**config.mk**
```make
export PLATFORM = sky130hd
export DESIGN_NAME = scoreboard_bypass
export DESIGN_NICKNAME = d
export VERILOG_FILES = /design/src/rtl/drac_pkg.sv /design/src/rtl/scoreboard_cnt.sv /design/src/rtl/scoreboard_bypass.sv
export SDC_FILE = /design/constraint.sdc
export NUM_CORES = 1
export LEC_CHECK = 0
export CELL_PAD_IN_SITES_DETAIL_PLACEMENT = 0
export CELL_PAD_IN_SITES_GLOBAL_PLACEMENT = 1
export CORE_AREA = 4 4 131 227
export CTS_BUF_LIST = sky130_fd_sc_hd__clkbuf_16
export DETAILED_ROUTE_END_ITERATION = 16
export DIE_AREA = 0 0 135 231
export DONT_BUFFER_PORTS = 1
export PLACE_DENSITY_LB_ADDON = 0.12
export SYNTH_ARGS = -nofsm -noshare
export SYNTH_HDL_FRONTEND = slang
export SYNTH_SLANG_ARGS = --single-unit
```
**constraint.sdc**
```tcl
create_clock -name clk_i -period 5.9 [get_ports clk_i]
set_input_delay 0.59 -clock clk_i [delete_from_list [all_inputs] [get_ports clk_i]]
set_output_delay 0.59 -clock clk_i [all_outputs]
set_load 0.005 [all_outputs]
```
**src/rtl/drac_pkg.sv**
```systemverilog
// Shared drac datapath types: register index, 64-bit bus and scoreboard counter.
package drac_pkg;

    localparam int SB_CNT_W = 2;

    typedef logic [4:0]          reg_addr_t;
    typedef logic [63:0]         bus64_t;
    typedef logic [SB_CNT_W-1:0] sb_cnt_t;

    localparam sb_cnt_t SB_CNT_MAX = '1;

endpackage

```
**src/rtl/scoreboard_cnt.sv**
```systemverilog
// One pending-write counter: +inc, -dec (several writebacks per cycle), flush to zero,
// never wrapping below zero or above its maximum.
module scoreboard_cnt
    import drac_pkg::*;
#(
    parameter int CNT_W = SB_CNT_W,
    parameter int DEC_W = 2
) (
    input  logic             clk_i,
    input  logic             rst_i,
    input  logic             flush_i,
    input  logic             inc_i,
    input  logic [DEC_W-1:0] dec_i,
    output logic [CNT_W-1:0] cnt_o,
    output logic [CNT_W-1:0] cnt_nxt_o
);

    localparam int SUM_W = CNT_W + DEC_W + 1;
    localparam logic [SUM_W-1:0] MAX_EXT = SUM_W'({CNT_W{1'b1}});

    logic [CNT_W-1:0] cnt_q;
    logic [CNT_W-1:0] cnt_d;
    logic [SUM_W-1:0] sum;

    always_comb begin
        sum   = SUM_W'(cnt_q) + SUM_W'(inc_i);
        cnt_d = cnt_q;
        if (flush_i) begin
            cnt_d = '0;
        end else if (sum < SUM_W'(dec_i)) begin
            cnt_d = '0;
        end else if ((sum - SUM_W'(dec_i)) > MAX_EXT) begin
            cnt_d = '1;
        end else begin
            cnt_d = CNT_W'(sum - SUM_W'(dec_i));
        end
    end

    always_ff @(posedge clk_i or posedge rst_i) begin
        if (rst_i) begin
            cnt_q <= '0;
        end else begin
            cnt_q <= cnt_d;
        end
    end

    assign cnt_o     = cnt_q;
    assign cnt_nxt_o = cnt_d;

    // A writeback for a register with no outstanding writer means the pipeline lost track.
    a_no_underflow: assert property (@(posedge clk_i) disable iff (rst_i)
        flush_i || (SUM_W'(dec_i) <= sum));

endmodule

```
**src/rtl/scoreboard_bypass.sv**
```systemverilog
// RR-stage scoreboard: per-register pending-write counters, multi-port WB forwarding
// onto both operands, and the RAW / WAW-saturation issue stall.
module scoreboard_bypass
    import drac_pkg::*;
#(
    parameter int NUM_REGS     = 32,
    parameter int REG_ADDR_W   = 5,
    parameter int DATA_W       = 64,
    parameter int NUM_WB_PORTS = 2,
    parameter int CNT_W        = SB_CNT_W
) (
    input  logic                           clk_i,
    input  logic                           rst_i,
    input  logic                           flush_i,
    input  logic                           issue_valid_i,
    input  logic                           issue_we_i,
    input  logic [REG_ADDR_W-1:0]          issue_rd_i,
    input  logic [REG_ADDR_W-1:0]          issue_rs1_i,
    input  logic [REG_ADDR_W-1:0]          issue_rs2_i,
    input  logic                           issue_use_rs1_i,
    input  logic                           issue_use_rs2_i,
    input  logic [DATA_W-1:0]              rf_data1_i,
    input  logic [DATA_W-1:0]              rf_data2_i,
    input  logic [NUM_WB_PORTS-1:0]        wb_valid_i,
    input  logic [NUM_WB_PORTS*REG_ADDR_W-1:0] wb_rd_i,
    input  logic [NUM_WB_PORTS*DATA_W-1:0] wb_data_i,
    output logic [DATA_W-1:0]              opnd1_o,
    output logic [DATA_W-1:0]              opnd2_o,
    output logic                           stall_o,
    output logic                           issue_fire_o,
    output logic                           pending_any_o
);

    localparam int DEC_W = $clog2(NUM_WB_PORTS + 1);
    localparam int CMP_W = CNT_W + DEC_W;
    localparam logic [CNT_W-1:0] CNT_MAX = '1;

    logic [NUM_REGS-1:0][CNT_W-1:0] cnt;
    logic [NUM_REGS-1:0][CNT_W-1:0] cnt_nxt;
    logic [NUM_REGS-1:0][DEC_W-1:0] dec;
    logic raw1, raw2, waw, stall, fire;
    logic pending_any_d, pending_any_q;

    // Returns {raw_stall, operand}; the highest-index matching port is the youngest producer.
    function automatic logic [DATA_W:0] resolve(
        input logic [REG_ADDR_W-1:0]              rs,
        input logic                               use_rs,
        input logic [DATA_W-1:0]                  rf,
        input logic [CNT_W-1:0]                   c,
        input logic [DEC_W-1:0]                   d,
        input logic [NUM_WB_PORTS-1:0]            wv,
        input logic [NUM_WB_PORTS*REG_ADDR_W-1:0] wrd,
        input logic [NUM_WB_PORTS*DATA_W-1:0]     wd
    );
        logic              hit;
        logic [DATA_W-1:0] fwd;
        logic              raw;
        logic [DATA_W-1:0] op;
        hit = 1'b0;
        fwd = '0;
        for (int p = 0; p < NUM_WB_PORTS; p++) begin
            if (wv[p] && (wrd[p*REG_ADDR_W +: REG_ADDR_W] == rs)) begin
                hit = 1'b1;
                fwd = wd[p*DATA_W +: DATA_W];
            end
        end
        raw = 1'b0;
        op  = rf;
        if (rs == '0) begin
            op = '0;
        end else if (use_rs) begin
            if (hit) op = fwd;
            raw = CMP_W'(c) > CMP_W'(d);
        end
        return {raw, op};
    endfunction

    always_comb begin
        dec = '0;
        for (int r = 1; r < NUM_REGS; r++) begin
            for (int p = 0; p < NUM_WB_PORTS; p++) begin
                if (wb_valid_i[p] && (wb_rd_i[p*REG_ADDR_W +: REG_ADDR_W] == REG_ADDR_W'(r))) begin
                    dec[r] = dec[r] + DEC_W'(1);
                end
            end
        end
    end

    always_comb begin
        {raw1, opnd1_o} = resolve(issue_rs1_i, issue_use_rs1_i, rf_data1_i,
                                  cnt[issue_rs1_i], dec[issue_rs1_i],
                                  wb_valid_i, wb_rd_i, wb_data_i);
        {raw2, opnd2_o} = resolve(issue_rs2_i, issue_use_rs2_i, rf_data2_i,
                                  cnt[issue_rs2_i], dec[issue_rs2_i],
                                  wb_valid_i, wb_rd_i, wb_data_i);
        // A full counter may still accept a new writer if one retires this cycle.
        waw   = issue_we_i && (issue_rd_i != '0) && (cnt[issue_rd_i] == CNT_MAX)
                && (dec[issue_rd_i] == '0);
        stall = issue_valid_i && (raw1 || raw2 || waw);
        fire  = issue_valid_i && !stall;
    end

    assign cnt[0]     = '0;
    assign cnt_nxt[0] = '0;

    for (genvar r = 1; r < NUM_REGS; r++) begin : g_cnt
        scoreboard_cnt #(
            .CNT_W (CNT_W),
            .DEC_W (DEC_W)
        ) u_cnt (
            .clk_i     (clk_i),
            .rst_i     (rst_i),
            .flush_i   (flush_i),
            .inc_i     (fire && issue_we_i && (issue_rd_i == REG_ADDR_W'(r))),
            .dec_i     (dec[r]),
            .cnt_o     (cnt[r]),
            .cnt_nxt_o (cnt_nxt[r])
        );
    end

    assign pending_any_d = |cnt_nxt;

    always_ff @(posedge clk_i or posedge rst_i) begin
        if (rst_i) begin
            pending_any_q <= 1'b0;
        end else begin
            pending_any_q <= pending_any_d;
        end
    end

    assign stall_o       = stall;
    assign issue_fire_o  = fire;
    assign pending_any_o = pending_any_q;

endmodule

```
==> reports/metrics.yaml <==
status:
  outcome: "finished with violations"
  violations: "setup timing"
die:
  die_area_mm2: 0.0312
  die_h_um: 231
  core-area_mm2: 0.0279
  io_pins: 421
  num_rows: 81
  initial_core_util_pct: 49.3
  die_w_um: 135
finish:
  seqCellArea_mm2: 0.00158
  final_cells: 2047
  fillers: 2424
  area.growth.synth_to_final_pct: 24.2
  drive_gt1_share_pct: 32.2
  post-route-util_pct: 61.3
  layout.nets: 2199
  multi_input_comb_area_mm2: 0.0123
worst_setup_path:
  cp-end-kind: "flip-flop"
  crit_arrival_ps: 6170
  slowest_stage: "mux4_2"
  cp_max_fo: 9
  worstPathRequired_ps: 6140
  crit_top_cell: "ha_4"
  cpPeakStageDelay_ps: 480
  worstSetupPathType: "in2reg"
  startpoint_type: "input port"
synthesis:
  synth_area_mm2: 0.0138
  ys_warn_count: 0
  synth_top_family_by_area: "adder cells"
  syn_area_per_cell_um2: 8.97
  synth_common_cells: "ha_1 (189), nor2_1 (179), inv_1 (161)"
  syn_nets: 2074
  yosysSeqAreaShare_pct: 11.5
  synth.most_common_cell: "ha_1"
  synth_seq_cells: 63
  synthSimpleGateAreaFrac_pct: 13.6
  synth.distinct_cells: 60
  synth_edf_count: 0
  synth_top_area_share_pct: 17.2
  synthFlopType: "dfrtp_1"
  yosysTopAreaCell: "ha_1"
  synth-compound-area-share_pct: 17.5
  synth_mux_area_share_pct: 21.3
  synth_xor_xnor_area_share_pct: 1.27
  synthCells: 1533
  synthArstFlopShare_pct: 100
  synthAdderAreaFrac_pct: 26.2
  synthTopCellsByArea: "ha_1 (17%), mux4_2 (13%), dfrtp_1 (11%)"
power_and_ir_drop:
  clkPwrFrac_pct: 29.9
  swShare_pct: 38.4
  p_comb_share_pct: 43.1
  power.density_mw_per_mm2: 110
  power_frac_seq_pct: 27.0
  power.internal_mw: 1.16
  leakagePower_nw: 7.52
  ir_worst_vdd_v: 0.000147
  switching_power_mw: 0.723
place:
  hpwl_um: 55400
  port_buffers: 0
  place_inst: 2002
  gp_congestion: 1.08
  post-place-ws_ps: -1030
clock_tree:
  clock_latency_ps: 370
  htree_levels: 3
  clock_path_buffers: 2
  numCtsBuffers: 9
  cts.clk_slew.worst_paths_ps: 60
  cts_tree: "built"
  cts-root-buf: "clkbuf_16"
  numClockSinks: 63
grt:
  overflow: 0
  grt_max_degree: 72
  globalRouteMet1Util_pct: 44.8
  top_usage_layer: "met2"
  grt_pass1_wl_um: 96300
  use_met3_pct: 15.5
  grt_use_total_pct: 43.0
  use_met2_pct: 69.6
  grt_pass1_vias: 14200
  antenna_found_initial: 4
routing:
  wl_um: 69200
  antenna_left: 0
  vias: 14200
  drc: 0
  wire_per_inst_um: 33.8
  dr.pass1.iters: 8
  drtIter0Drc: 1300
  viasPerCell: 6.94
timing:
  worstMarginPinSlew_ps: 1160
  holdWs_ps: 293
  finalHoldViolCount: 0
  fin_ws_ps: -37.4
  fmax_mhz: 168
  slew_headroom_pct: 22.4
  skew_ps: 10.7
  rsz0062_at_grt: "yes"
  min_period_ps: 5940
  drv_slew: 0
  period_share_pct: 101
  setup_viol: 1
worst_hold_path:
  hold_path_class: "in2reg"
job:
  maxCapViolCount: 0
==> power groups by stage <==
| stage | combinational (mW) | sequential [mW] | clock (mW) |
|---|---|---|---|
| global route | 0.861 | 0.511 | 0.585 |
| floorplan | 0.493 | 0.492 | 0 |
| CTS | 0.757 | 0.506 | 0.570 |
| global placement | 0.665 | 0.513 | 0 |
| finish | 0.810 | 0.508 | 0.561 |
| detailed placement | 0.674 | 0.514 | 0 |
==> placed cells by master, fill, tap and decap left out, types with 7 or more instances in the layout <==
cell type    n
mux2i_1     92
o22ai_1     40
nand3_4      8
nor4_2      10
o31a_1      26
mux4_2      79
nor2_4      28
o21ai_0      7
mux2_2       7
dfrtp_1     63
nor2b_1     20
nor2_1     118
nor2_2      33
nor4_1      25
nand2_1     25
ha_2        18
a211oi_1   134
nand4_1      8
xor2_1      12
inv_1      158
buf_4      217
nor4_4      12
xnor2_1      8
nand3_1     13
clkbuf_16    9
a21oi_1     53
ha_4        22
a211oi_2     8
ha_1       149
fa_1        57
a22o_1       7
nor2b_2      9
o21ai_1     40
nor3_1      18
diode_2     11
nor2b_4     13
==> sequential cells by signal, indices dropped and copies added, names as in the netlist <==
signal             count
g_cnt.u_cnt.cnt_o     62
pending_any_o          1
==> final timing paths <==
kind / start / end / slack [ps] / cells past startpoint
max: wb_valid_i[1] / pending_any_o$_DFF_PP0_ / -40 / 27
min: flush_i / g_cnt[19].u_cnt.cnt_o[1]$_DFF_PP0_ / 290 / 1
max reg2reg: g_cnt[30].u_cnt.cnt_o[1]$_DFF_PP0_ / pending_any_o$_DFF_PP0_ / 260 / 23
min reg2reg: g_cnt[26].u_cnt.cnt_o[1]$_DFF_PP0_ / g_cnt[26].u_cnt.cnt_o[1]$_DFF_PP0_ / 870 / 3
max in group asynchronous: rst_i / g_cnt[6].u_cnt.cnt_o[0]$_DFF_PP0_ / 4860 / 2
min in group asynchronous: rst_i / g_cnt[19].u_cnt.cnt_o[1]$_DFF_PP0_ / 380 / 2
==> kinds of logic after synthesis <==
group / after synthesis
DFF: 63
xor gates and xnor gates: 20
and+or+nand+nor: 385
buffers and inverters: 276
adders and majority gates: 251
muxes: 187
AOI/OAI and AO/OA: 351
==> cell type report <==
type                            instances  share of cell area (%)
Clock buffer                            9                    1.32
Tap cell                              373                    2.73
Timing Repair Buffer                  229                    10.7
Sequential cell                        63                    9.23
Clock inverter                          7                   0.381
Antenna cell                           11                   0.161
Inverter                              161                    3.54
Multi-Input combinational cell       1194                    72.0
==> repair_timing <==
action | in CTS | in global routing
hold buffers | 0 | 0
buffers inserted | 15 | 7
resized for setup | 193 | 82
endpoints found under the setup margin | 1 | 1
gates cloned | 1 | 0
pin swaps | 42 | 43
==> worst max-delay path: cells and delay by family <==
family                     cells  cell delay [ps]
buffers and inverters          4              440
adders and majority gates      6             1550
AOI/OAI and AO/OA              4              510
muxes                          3             1260
and+or+nand+nor               10             1780
==> per-stage QoR <==
step | TNS [ps] | power (mW) | instance area [µm²]
finish | -37.4 | 1.88 | 17100
global route | -193 | 1.96 | 17100
CTS | 0 | 1.83 | 16500
detailed placement | -5970 | 1.19 | 15300
global placement | -3860 | 1.18 | 15300
floorplan | 0 | 0.986 | 13800
==> metal layers <==
| layer | part of all wire (%) | wire [µm] |
|---|---|---|
| met1 | 32 | 22000 |
| met3 | 12 | 7980 |
| met5 | 0.046 | 32 |
| met4 | 10 | 7240 |
| met2 | 46 | 31900 |
Power figures use the tool's default switching activity.
